## src/rtl/char_buf_pkg.sv

```systemverilog
// Shared types for the character-buffer RAM arbiter: cell layout, clear FSM states and the
// per-cycle grant encoding.
package char_buf_pkg;

  localparam int unsigned H_COLS_DEF = 80;
  localparam int unsigned V_ROWS_DEF = 30;

  typedef struct packed {
    logic [11:0] front;
    logic [11:0] back;
    logic [7:0]  ch;
  } char_cell_t;

  typedef enum logic [1:0] {IDLE, PEND, CLEAR, DONE} clr_state_t;

  typedef enum logic [1:0] {GNT_NONE, GNT_VGA, GNT_CPU, GNT_CLR} grant_t;

endpackage

```

## src/rtl/sync_wr_fifo.sv

```systemverilog
// Small synchronous FIFO for buffered CPU cell writes; count and ready are registered.
module sync_wr_fifo #(
  parameter int unsigned WIDTH = 44,
  parameter int unsigned DEPTH = 4
) (
  input  logic                       i_clock,
  input  logic                       i_reset,
  input  logic                       i_push,
  input  logic                       i_pop,
  input  logic [WIDTH-1:0]           i_wdata,
  output logic [WIDTH-1:0]           o_rdata,
  output logic                       o_empty,
  output logic                       o_ready,
  output logic [$clog2(DEPTH+1)-1:0] o_count
);

  localparam int unsigned PTR_W = $clog2(DEPTH);
  localparam int unsigned CNT_W = $clog2(DEPTH + 1);
  localparam logic [CNT_W-1:0] DEPTH_C = CNT_W'(DEPTH);

  logic [WIDTH-1:0] r_mem [DEPTH];
  logic [PTR_W-1:0] r_wr_ptr, r_rd_ptr;
  logic [CNT_W-1:0] r_count, w_count_d;
  logic             r_ready;

  always_comb begin
    w_count_d = r_count;
    if (i_push && !i_pop) begin
      w_count_d = r_count + 1'b1;
    end else if (!i_push && i_pop) begin
      w_count_d = r_count - 1'b1;
    end
  end

  always_ff @(posedge i_clock) begin
    if (i_reset) begin
      r_wr_ptr <= '0;
      r_rd_ptr <= '0;
      r_count  <= '0;
      r_ready  <= 1'b1;
    end else begin
      if (i_push) r_wr_ptr <= r_wr_ptr + 1'b1;
      if (i_pop)  r_rd_ptr <= r_rd_ptr + 1'b1;
      r_count <= w_count_d;
      r_ready <= (w_count_d < DEPTH_C);
    end
  end

  always_ff @(posedge i_clock) begin
    if (i_push) r_mem[r_wr_ptr] <= i_wdata;
  end

  assign o_rdata = r_mem[r_rd_ptr];
  assign o_empty = (r_count == '0);
  assign o_ready = r_ready;
  assign o_count = r_count;

endmodule

```

## src/rtl/char_buf_arbiter.sv

```systemverilog
// Sole owner of the char_buf RAM port: VGA reads always win, then queued CPU writes, then the
// line/screen clear engine.
module char_buf_arbiter
  import char_buf_pkg::*;
#(
  parameter int unsigned ADDR_W     = 12,
  parameter int unsigned DATA_W     = 32,
  parameter int unsigned FIFO_DEPTH = 4,
  parameter int unsigned H_COLS     = H_COLS_DEF,
  parameter int unsigned V_ROWS     = V_ROWS_DEF
) (
  input  logic              i_clock,
  input  logic              i_reset,
  input  logic              i_vga_req,
  input  logic [ADDR_W-1:0] i_vga_addr,
  output logic [DATA_W-1:0] o_vga_data,
  output logic              o_vga_valid,
  input  logic              i_cpu_we,
  input  logic [ADDR_W-1:0] i_cpu_addr,
  input  logic [DATA_W-1:0] i_cpu_data,
  output logic              o_cpu_ready,
  output logic              o_cpu_ovf,
  input  logic              i_clr_start,
  input  logic              i_clr_all,
  input  logic [4:0]        i_clr_line,
  input  logic [DATA_W-1:0] i_clr_fill,
  output logic              o_clr_busy,
  output logic              o_clr_done,
  output logic [ADDR_W-1:0] o_mem_addr,
  output logic              o_mem_we,
  output logic [DATA_W-1:0] o_mem_wdata,
  input  logic [DATA_W-1:0] i_mem_rdata
);

  localparam int unsigned CNT_W = $clog2(FIFO_DEPTH + 1);
  localparam logic [6:0] H_LAST = 7'(H_COLS - 1);
  localparam logic [4:0] V_LAST = 5'(V_ROWS - 1);

  logic                     w_push, w_pop, w_empty, w_ready;
  logic [CNT_W-1:0]         w_count;
  logic [ADDR_W+DATA_W-1:0] w_head;
  grant_t                   w_gnt;

  clr_state_t       r_state;
  logic             r_busy, r_done, r_all;
  logic [4:0]       r_line;
  char_cell_t       r_fill;
  logic [6:0]       r_h;
  logic [4:0]       r_v;
  logic [CNT_W-1:0] r_pend_cnt;
  logic             r_vga_valid, r_ovf;

  assign w_push = i_cpu_we & w_ready & ~i_reset;
  // In PEND only entries queued before clr_start may retire; later ones wait for the clear.
  assign w_pop  = ~i_reset & ~i_vga_req & ~w_empty &
                  ((r_state == IDLE) | ((r_state == PEND) & (r_pend_cnt != '0)));

  sync_wr_fifo #(
    .WIDTH (ADDR_W + DATA_W),
    .DEPTH (FIFO_DEPTH)
  ) u_fifo (
    .i_clock (i_clock),
    .i_reset (i_reset),
    .i_push  (w_push),
    .i_pop   (w_pop),
    .i_wdata ({i_cpu_addr, i_cpu_data}),
    .o_rdata (w_head),
    .o_empty (w_empty),
    .o_ready (w_ready),
    .o_count (w_count)
  );

  always_comb begin
    w_gnt = GNT_NONE;
    if (!i_reset) begin
      if (i_vga_req)               w_gnt = GNT_VGA;
      else if (w_pop)              w_gnt = GNT_CPU;
      else if (r_state == CLEAR)   w_gnt = GNT_CLR;
    end
  end

  always_comb begin
    o_mem_addr  = '0;
    o_mem_we    = 1'b0;
    o_mem_wdata = '0;
    unique case (w_gnt)
      GNT_VGA: o_mem_addr = i_vga_addr;
      GNT_CPU: begin
        o_mem_addr  = w_head[ADDR_W+DATA_W-1 -: ADDR_W];
        o_mem_we    = 1'b1;
        o_mem_wdata = w_head[DATA_W-1:0];
      end
      GNT_CLR: begin
        o_mem_addr  = {r_h, r_v};
        o_mem_we    = 1'b1;
        o_mem_wdata = r_fill;
      end
      default: ;
    endcase
  end

  always_ff @(posedge i_clock) begin
    if (i_reset) begin
      r_vga_valid <= 1'b0;
      r_ovf       <= 1'b0;
    end else begin
      r_vga_valid <= i_vga_req;
      if (i_cpu_we && !w_ready) r_ovf <= 1'b1;
    end
  end

  always_ff @(posedge i_clock) begin
    if (i_reset) begin
      r_state    <= IDLE;
      r_busy     <= 1'b0;
      r_done     <= 1'b0;
      r_all      <= 1'b0;
      r_line     <= '0;
      r_fill     <= '0;
      r_h        <= '0;
      r_v        <= '0;
      r_pend_cnt <= '0;
    end else begin
      r_done <= 1'b0;
      unique case (r_state)
        IDLE: begin
          if (i_clr_start) begin
            r_state    <= PEND;
            r_busy     <= 1'b1;
            r_all      <= i_clr_all;
            r_line     <= i_clr_line;
            r_fill     <= i_clr_fill;
            r_pend_cnt <= w_count - CNT_W'(w_pop);
          end
        end
        PEND: begin
          if (w_pop) r_pend_cnt <= r_pend_cnt - 1'b1;
          if (r_pend_cnt == '0) begin
            r_state <= CLEAR;
            r_h     <= '0;
            r_v     <= r_all ? 5'd0 : r_line;
          end
        end
        CLEAR: begin
          if (w_gnt == GNT_CLR) begin
            if (r_h == H_LAST) begin
              r_h <= '0;
              if (!r_all || (r_v == V_LAST)) begin
                r_state <= DONE;
                r_busy  <= 1'b0;
                r_done  <= 1'b1;
              end else begin
                r_v <= r_v + 1'b1;
              end
            end else begin
              r_h <= r_h + 1'b1;
            end
          end
        end
        DONE: r_state <= IDLE;
      endcase
    end
  end

  assign o_vga_valid = r_vga_valid;
  assign o_vga_data  = r_vga_valid ? i_mem_rdata : '0;
  assign o_cpu_ready = w_ready;
  assign o_cpu_ovf   = r_ovf;
  assign o_clr_busy  = r_busy;
  assign o_clr_done  = r_done;

endmodule
```

## config.mk

```make
export PLATFORM = sky130hd
export DESIGN_NAME = char_buf_arbiter
export DESIGN_NICKNAME = d
export VERILOG_FILES = /design/src/rtl/char_buf_pkg.sv /design/src/rtl/sync_wr_fifo.sv /design/src/rtl/char_buf_arbiter.sv
export SDC_FILE = /design/constraint.sdc
export NUM_CORES = 1
export LEC_CHECK = 0
export ABC_AREA = 1
export CORE_MARGIN = 2
export CORE_UTILIZATION = 50
export DETAILED_ROUTE_END_ITERATION = 10
export PLACE_DENSITY = 0.78
export SLEW_MARGIN = 15
export SYNTH_ARGS = -nofsm -noshare
export SYNTH_HDL_FRONTEND = slang
export SYNTH_SLANG_ARGS = --single-unit
```

## constraint.sdc

```tcl
create_clock -name i_clock -period 10.27 [get_ports i_clock]
set_input_delay 2.054 -clock i_clock [delete_from_list [all_inputs] [get_ports i_clock]]
set_output_delay 2.054 -clock i_clock [all_outputs]
set_load 0.05 [all_outputs]
```

==> impl_metrics.tcl, run 1 <==
set metrics [dict create \
    synth_flop_cell "edfxtp_1" \
    rsz0062_at_grt "no" \
    netlist_area_um2 10600 \
    fin_crit_sh_pct 73.8 \
    netlist_instances 1095 \
    rows 53 \
    syn-num-nets 1247 \
    vias 8326 \
    dp_hpwl_um 16600 \
    max_freq_ghz 0.132 \
    path_buf_inv 2 \
    via_per_inst 5.27 \
    post_cts_buffers 0 \
    cp.required_ns 8.22 \
    numPortBuffers 212 \
    hold_buffers 0 \
    critPathKind "input pin to output pin" \
    cts_resized 0 \
    syn_avg_cell_area_um2 9.68 \
    synth_edf_count 176 \
    switching_power_uw 806 \
    cp_slowest_stage_delay_ns 0.79 \
    clk_pin_slew_ns 0.06 \
    fin_skew_ns 0.00840 \
    dr.pass1.iters 4 \
    power_density_nw_per_um2 197 \
    cp.depth 9 \
    drtIter0Drc 609 \
    status "complete, no violations" \
    path_max_fanout 33 \
    p_seq_share_pct 44.7 \
    drive_gt1_share_pct 5.30 \
    p_leak_nw 5.41 \
    reg2reg_depth 8 \
    antenna_found_initial 3 \
    wl_per_cell_um 16.8 \
    grt_pass1_wl_um 41100 \
    worst_slack_ns 2.69 \
    final_cell_mix "nand2_1, clkdlybuf4s50_1, nor2_1" \
    hold_class "flop to flop" \
    initial_utilization_pct 50.7 \
    fin_crit_ns 7.58 \
    grt_pass1_vias 8024 \
    relSlewSlack_pct 34.3 \
    antenna_left 0 \
    async_reset_ff_share_pct 0 \
    wl_um 26500 \
    tns_ns 0 \
    grt_max_degree 89 \
    path_cells "clkdlybuf4s50_1 -> nor2_4 -> nand3_2 -> nand2_2 -> nand2_4 -> nor2_4 -> nand2_1 -> nand2_1 -> clkdlybuf4s50_1" \
    ys_ff_latch 245 \
    finalSetupViolations 0 \
    p_comb_share_pct 22.0 \
    power.clock.fraction_pct 33.3 \
    root_buffer "clkbuf_16" \
    htreeDepth 1 \
    clock_latency_ns 0.50 \
    p_total_mw 2.70 \
    io_pins 213 \
    nNetsFinal 1436 \
    overflow 0 \
    dp_slack_ns 2.72 \
    die_area_um2 22400 \
    die_y_um 150 \
    place.gp.congestion 0.854 \
    cts-buffers-inserted 25 \
    arrival_ns 5.53 \
    die_w_um 150 \
    cpLargestDelayFamily "simple AND/OR/NAND/NOR gates" \
    grtUsageTotal_pct 23.3 \
    utilization_pct 65.6 \
    p_int_mw 1.90 \
    hold_viol_final 0 \
    hold_depth 2 \
    synth.yosys.seq_area_share_pct 62.9 \
    fin_hold_ws_ns 0.462 \
    crit_path_start_kind "input pin" \
    critPathCaptureType "output pin" \
    crit_slowest_cell "clkdlybuf4s50_1" \
    clockBufferDepth 3 \
    cts_tree "done" \
    core_um2 20900 \
    synth.distinct_cells 34 \
    worst_pin_slew_ns 0.985 \
    maxCapViolCount 0 \
    syn2layout_area_growth_pct 29.4 \
    final_common_cell "nand2_1" \
    synth_warnings 0 \
    switching_share_pct 29.8 \
    drc 0 \
    ir_drop_mv 0.133 \
    clock_sinks 245 \
    slew_viol_final 0 \
]
routing by layer:
| layer | vias up | routed length [µm] | track usage [%] |
|---|---|---|---|
| li1 | 4075 | - | - |
| met1 | 3888 | 10900 | 28.8 |
| met2 | 313 | 12700 | 40.6 |
| met3 | 48 | 2250 | 5.95 |
| met4 | 2 | 590 | 6.67 |
| met5 | - | 11 | 0 |
area by class of cell:
class	instances	area [µm²]
clock inverter	13	140
inverter	80	300
multi-input combinational	710	3380
timing repair buffer	222	2200
sequential	245	6670
antenna	2	5.00
clock buffer	32	682
tap	275	344
fill	1633	7180
power by group through the flow:
stage	registers [mW]	clock network (mW)	logic, mW
2_1_floorplan	1.22	0	0.398
3_3_place_gp	1.23	0	0.573
3_5_place_dp	1.23	0	0.589
4_1_cts	1.21	0.911	0.594
5_1_grt	1.22	0.951	0.661
6_report	1.21	0.900	0.594
kinds of logic (layout without fill, tap and decap cells):
logic type / count (synthesis) / after routing / share of synthesized area (%)
compound gates: 213 / 213 / 10.8
xor+xnor: 1 / 1 / 0.0827
fa+ha+maj: 21 / 21 / 2.48
buf+inv: 140 / 347 / 5.51
flops: 245 / 245 / 62.9
mux: 1 / 1 / 0.0945
other cells: 0 / 2 / 0
simple gates: 474 / 474 / 18.1
synthesized netlist by cell type, types with 3 or more instances:
cell type | n | share of area, %
a21oi_1 | 41 | 1.9
a22oi_1 | 9 | 0.64
buf_1 | 4 | 0.14
buf_2 | 11 | 0.52
buf_4 | 6 | 0.43
buf_6 | 3 | 0.32
clkbuf_1 | 36 | 1.3
dfxtp_1 | 69 | 13
edfxtp_1 | 176 | 50
ha_1 | 21 | 2.5
inv_1 | 77 | 2.7
nand2_1 | 225 | 8.0
nand3_1 | 34 | 1.6
nand4_1 | 13 | 0.77
nor2_1 | 188 | 6.7
o21ai_0 | 123 | 5.8
o22ai_1 | 35 | 2.1
registers in the layout (all words and copies together) (netlist names), 2 cells and up, named ones only:
| signal | cells |
|---|---|
| r_fill | 32 |
| r_h | 7 |
| r_line | 5 |
| r_pend_cnt | 3 |
| r_state | 2 |
| r_v | 5 |
| u_fifo.o_count | 3 |
| u_fifo.r_mem | 176 |
| u_fifo.r_rd_ptr | 2 |
| u_fifo.r_wr_ptr | 2 |
path summary, 6_finish.rpt:
path	start	endpoint	slack, ns
setup / recovery	i_reset	o_mem_wdata[29]	2.69
hold / removal	r_pend_cnt[1]	r_pend_cnt[1]	0.46
setup reg to reg	r_state[0]	o_clr_done	7.51
hold reg to reg	r_pend_cnt[1]	r_pend_cnt[1]	0.46
through the flow:
step | instances | cell area (µm²)
2_1_floorplan | 1095 | 10600
3_5_place_dp | 1532 | 12900
6_report | 1579 | 13700
5_1_grt | 1577 | 13700
4_1_cts | 1577 | 13700
3_3_place_gp | 1532 | 12900
worst reg2reg max path, stage by stage (launching register included):
cell and delay, ns:
dfxtp_1 0.33, inv_1 0.12, ha_1 0.44, inv_1 0.35, nand2_2 0.33, nand2_4 0.13
nor2_4 0.71, nand2_1 0.12, nor2_1 0.16
(Power assumes the default switching activity.)
==> run 2: changes to the inputs <==
--- a/config.mk
+++ b/config.mk
@@ -7,9 +7,9 @@
 export LEC_CHECK = 0
 export ABC_AREA = 1
 export CORE_MARGIN = 2
-export CORE_UTILIZATION = 50
+export CORE_UTILIZATION = 47
 export DETAILED_ROUTE_END_ITERATION = 10
-export PLACE_DENSITY = 0.78
+export PLACE_DENSITY = 0.77
 export SLEW_MARGIN = 15
 export SYNTH_ARGS = -nofsm -noshare
 export SYNTH_HDL_FRONTEND = slang
==> constraint.sdc (replaced) <==
create_clock -name i_clock -period 6.4 [get_ports i_clock]
set_input_delay 1.28 -clock i_clock [delete_from_list [all_inputs] [get_ports i_clock]]
set_output_delay 1.28 -clock i_clock [all_outputs]
set_load 0.05 [all_outputs]
==> impl_metrics.tcl, run 2 (synthesis results as in run 1) <==
set metrics [dict create \
    status "complete, no violations" \
    finalSetupViolations 0 \
    drive_gt1_share_pct 5.05 \
    grt_pass1_wl_um 42000 \
    clock_latency_ns 0.52 \
    final_cell_mix "nand2_1, clkdlybuf4s50_1, nor2_1" \
    path_max_fanout 44 \
    crit_path_start_kind "input pin" \
    syn2layout_area_growth_pct 29.0 \
    max_freq_ghz 0.182 \
    overflow 0 \
    critPathKind "input pin to output pin" \
    die_w_um 154 \
    dr.pass1.iters 5 \
    tns_ns 0 \
    grt_pass1_vias 7897 \
    io_pins 213 \
    die_y_um 154 \
    cts_resized 0 \
    fin_hold_ws_ns 0.458 \
    final_common_cell "nand2_1" \
    top_regs "u_fifo.r_mem x176, r_fill x32, r_h x7" \
    drtIter0Drc 598 \
    cts-buffers-inserted 25 \
    critPathCaptureType "output pin" \
    dpl_cell_area_um2 12900 \
    hold_class "flop to flop" \
    dp_slack_ns 0.937 \
    root_buffer "clkbuf_16" \
    relSlewSlack_pct 32.6 \
    dp_hpwl_um 17800 \
    maxCapViolCount 0 \
    slew_viol_final 0 \
    nNetsFinal 1439 \
    wl_per_cell_um 17.2 \
    hold_buffers 0 \
    ir_drop_mv 0.193 \
    wl_um 27300 \
    cp.required_ns 5.12 \
    largest_register_ffs 176 \
    rows 54 \
    fin_area_um2 13700 \
    place.gp.congestion 0.844 \
    clockBufferDepth 3 \
    p_leak_nw 5.38 \
    worst_slack_ns 0.909 \
    vias 8389 \
    initial_utilization_pct 48.3 \
    worst_pin_slew_ns 1.01 \
    via_per_inst 5.28 \
    drc 0 \
    clk_pin_slew_ns 0.06 \
    rsz0062_at_grt "no" \
    fin_crit_sh_pct 85.8 \
    antenna_found_initial 3 \
    arrival_ns 4.21 \
    numPortBuffers 212 \
    grtUsageTotal_pct 22.4 \
    fin_crit_ns 5.49 \
    top_register "u_fifo.r_mem" \
    fin_skew_ns 0.0142 \
    die_area_um2 23800 \
    htreeDepth 1 \
    hold_viol_final 0 \
    post_cts_buffers 0 \
    clock_sinks 245 \
    grt_max_degree 89 \
    cts_tree "done" \
    power_density_nw_per_um2 310 \
    antenna_left 0 \
    core_um2 22000 \
]
## run 2: cell count changes in the layout (fill, tap and decap cells not counted)
| cell | change |
|---|---|
| clkinv_2 | -3 |
| clkbuf_1 | +3 |
| bufinv_16 | -2 |
| inv_6 | +1 |
| clkbuf_8 | -2 |
| clkinv_1 | +4 |
| buf_4 | +3 |
## run 2: final timing paths
kind / slack (ns) / from / cells after the start / endpoint
min: 0.46 / r_pend_cnt[1] / 2 / r_pend_cnt[1]
max reg2reg: 3.71 / r_state[0] / 9 / r_v[2]
max: 0.91 / i_vga_req / 9 / o_mem_wdata[2]
min reg2reg: 0.46 / r_pend_cnt[1] / 2 / r_pend_cnt[1]
## run 2: critical path: stages
cell and delay, ns:
clkdlybuf4s50_1 0.46, nor2_4 0.35, nand3_2 0.16, nand2_2 0.23, nand2_4 0.13, nor2_8 0.54, nand2_1 0.13, nand2_1 0.09
clkdlybuf4s50_1 0.82
## run 2: per-layer routing
metal | routed length [µm] | vias to the layer above | track usage [%]
li1 | - | 4086 | -
met1 | 11300 | 3955 | 27.9
met2 | 13000 | 307 | 38.6
met3 | 2310 | 39 | 6.00
met4 | 618 | 2 | 6.41
met5 | 15 | - | 0
## run 2: final cells by class
cell class                      count  area (µm²)
Multi-Input combinational cell    710        3380
Sequential cell                   245        6670
Clock buffer                       33         666
Fill cell                        1815        8280
Antenna cell                        2        5.00
Inverter                           80         300
Tap cell                          280         350
Clock inverter                     13        88.8
Timing Repair Buffer              225        2220
## run 2: report_power, final
group	internal [mW]	switching, mW	total, mW
registers	1.85	0.0899	1.94
logic	0.326	0.624	0.949
clock network	0.770	0.578	1.35
## run 2: through the flow
stage | instances | power, mW | utilization, %
final | 1588 | 4.23 | 62.3
after global routing | 1586 | 4.44 | 62.3
after CTS | 1586 | 4.25 | 62.3
after detailed placement | 1540 | 2.91 | 58.8
after global placement | 1540 | 2.88 | 58.8
after floorplan | 1095 | 2.59 | -
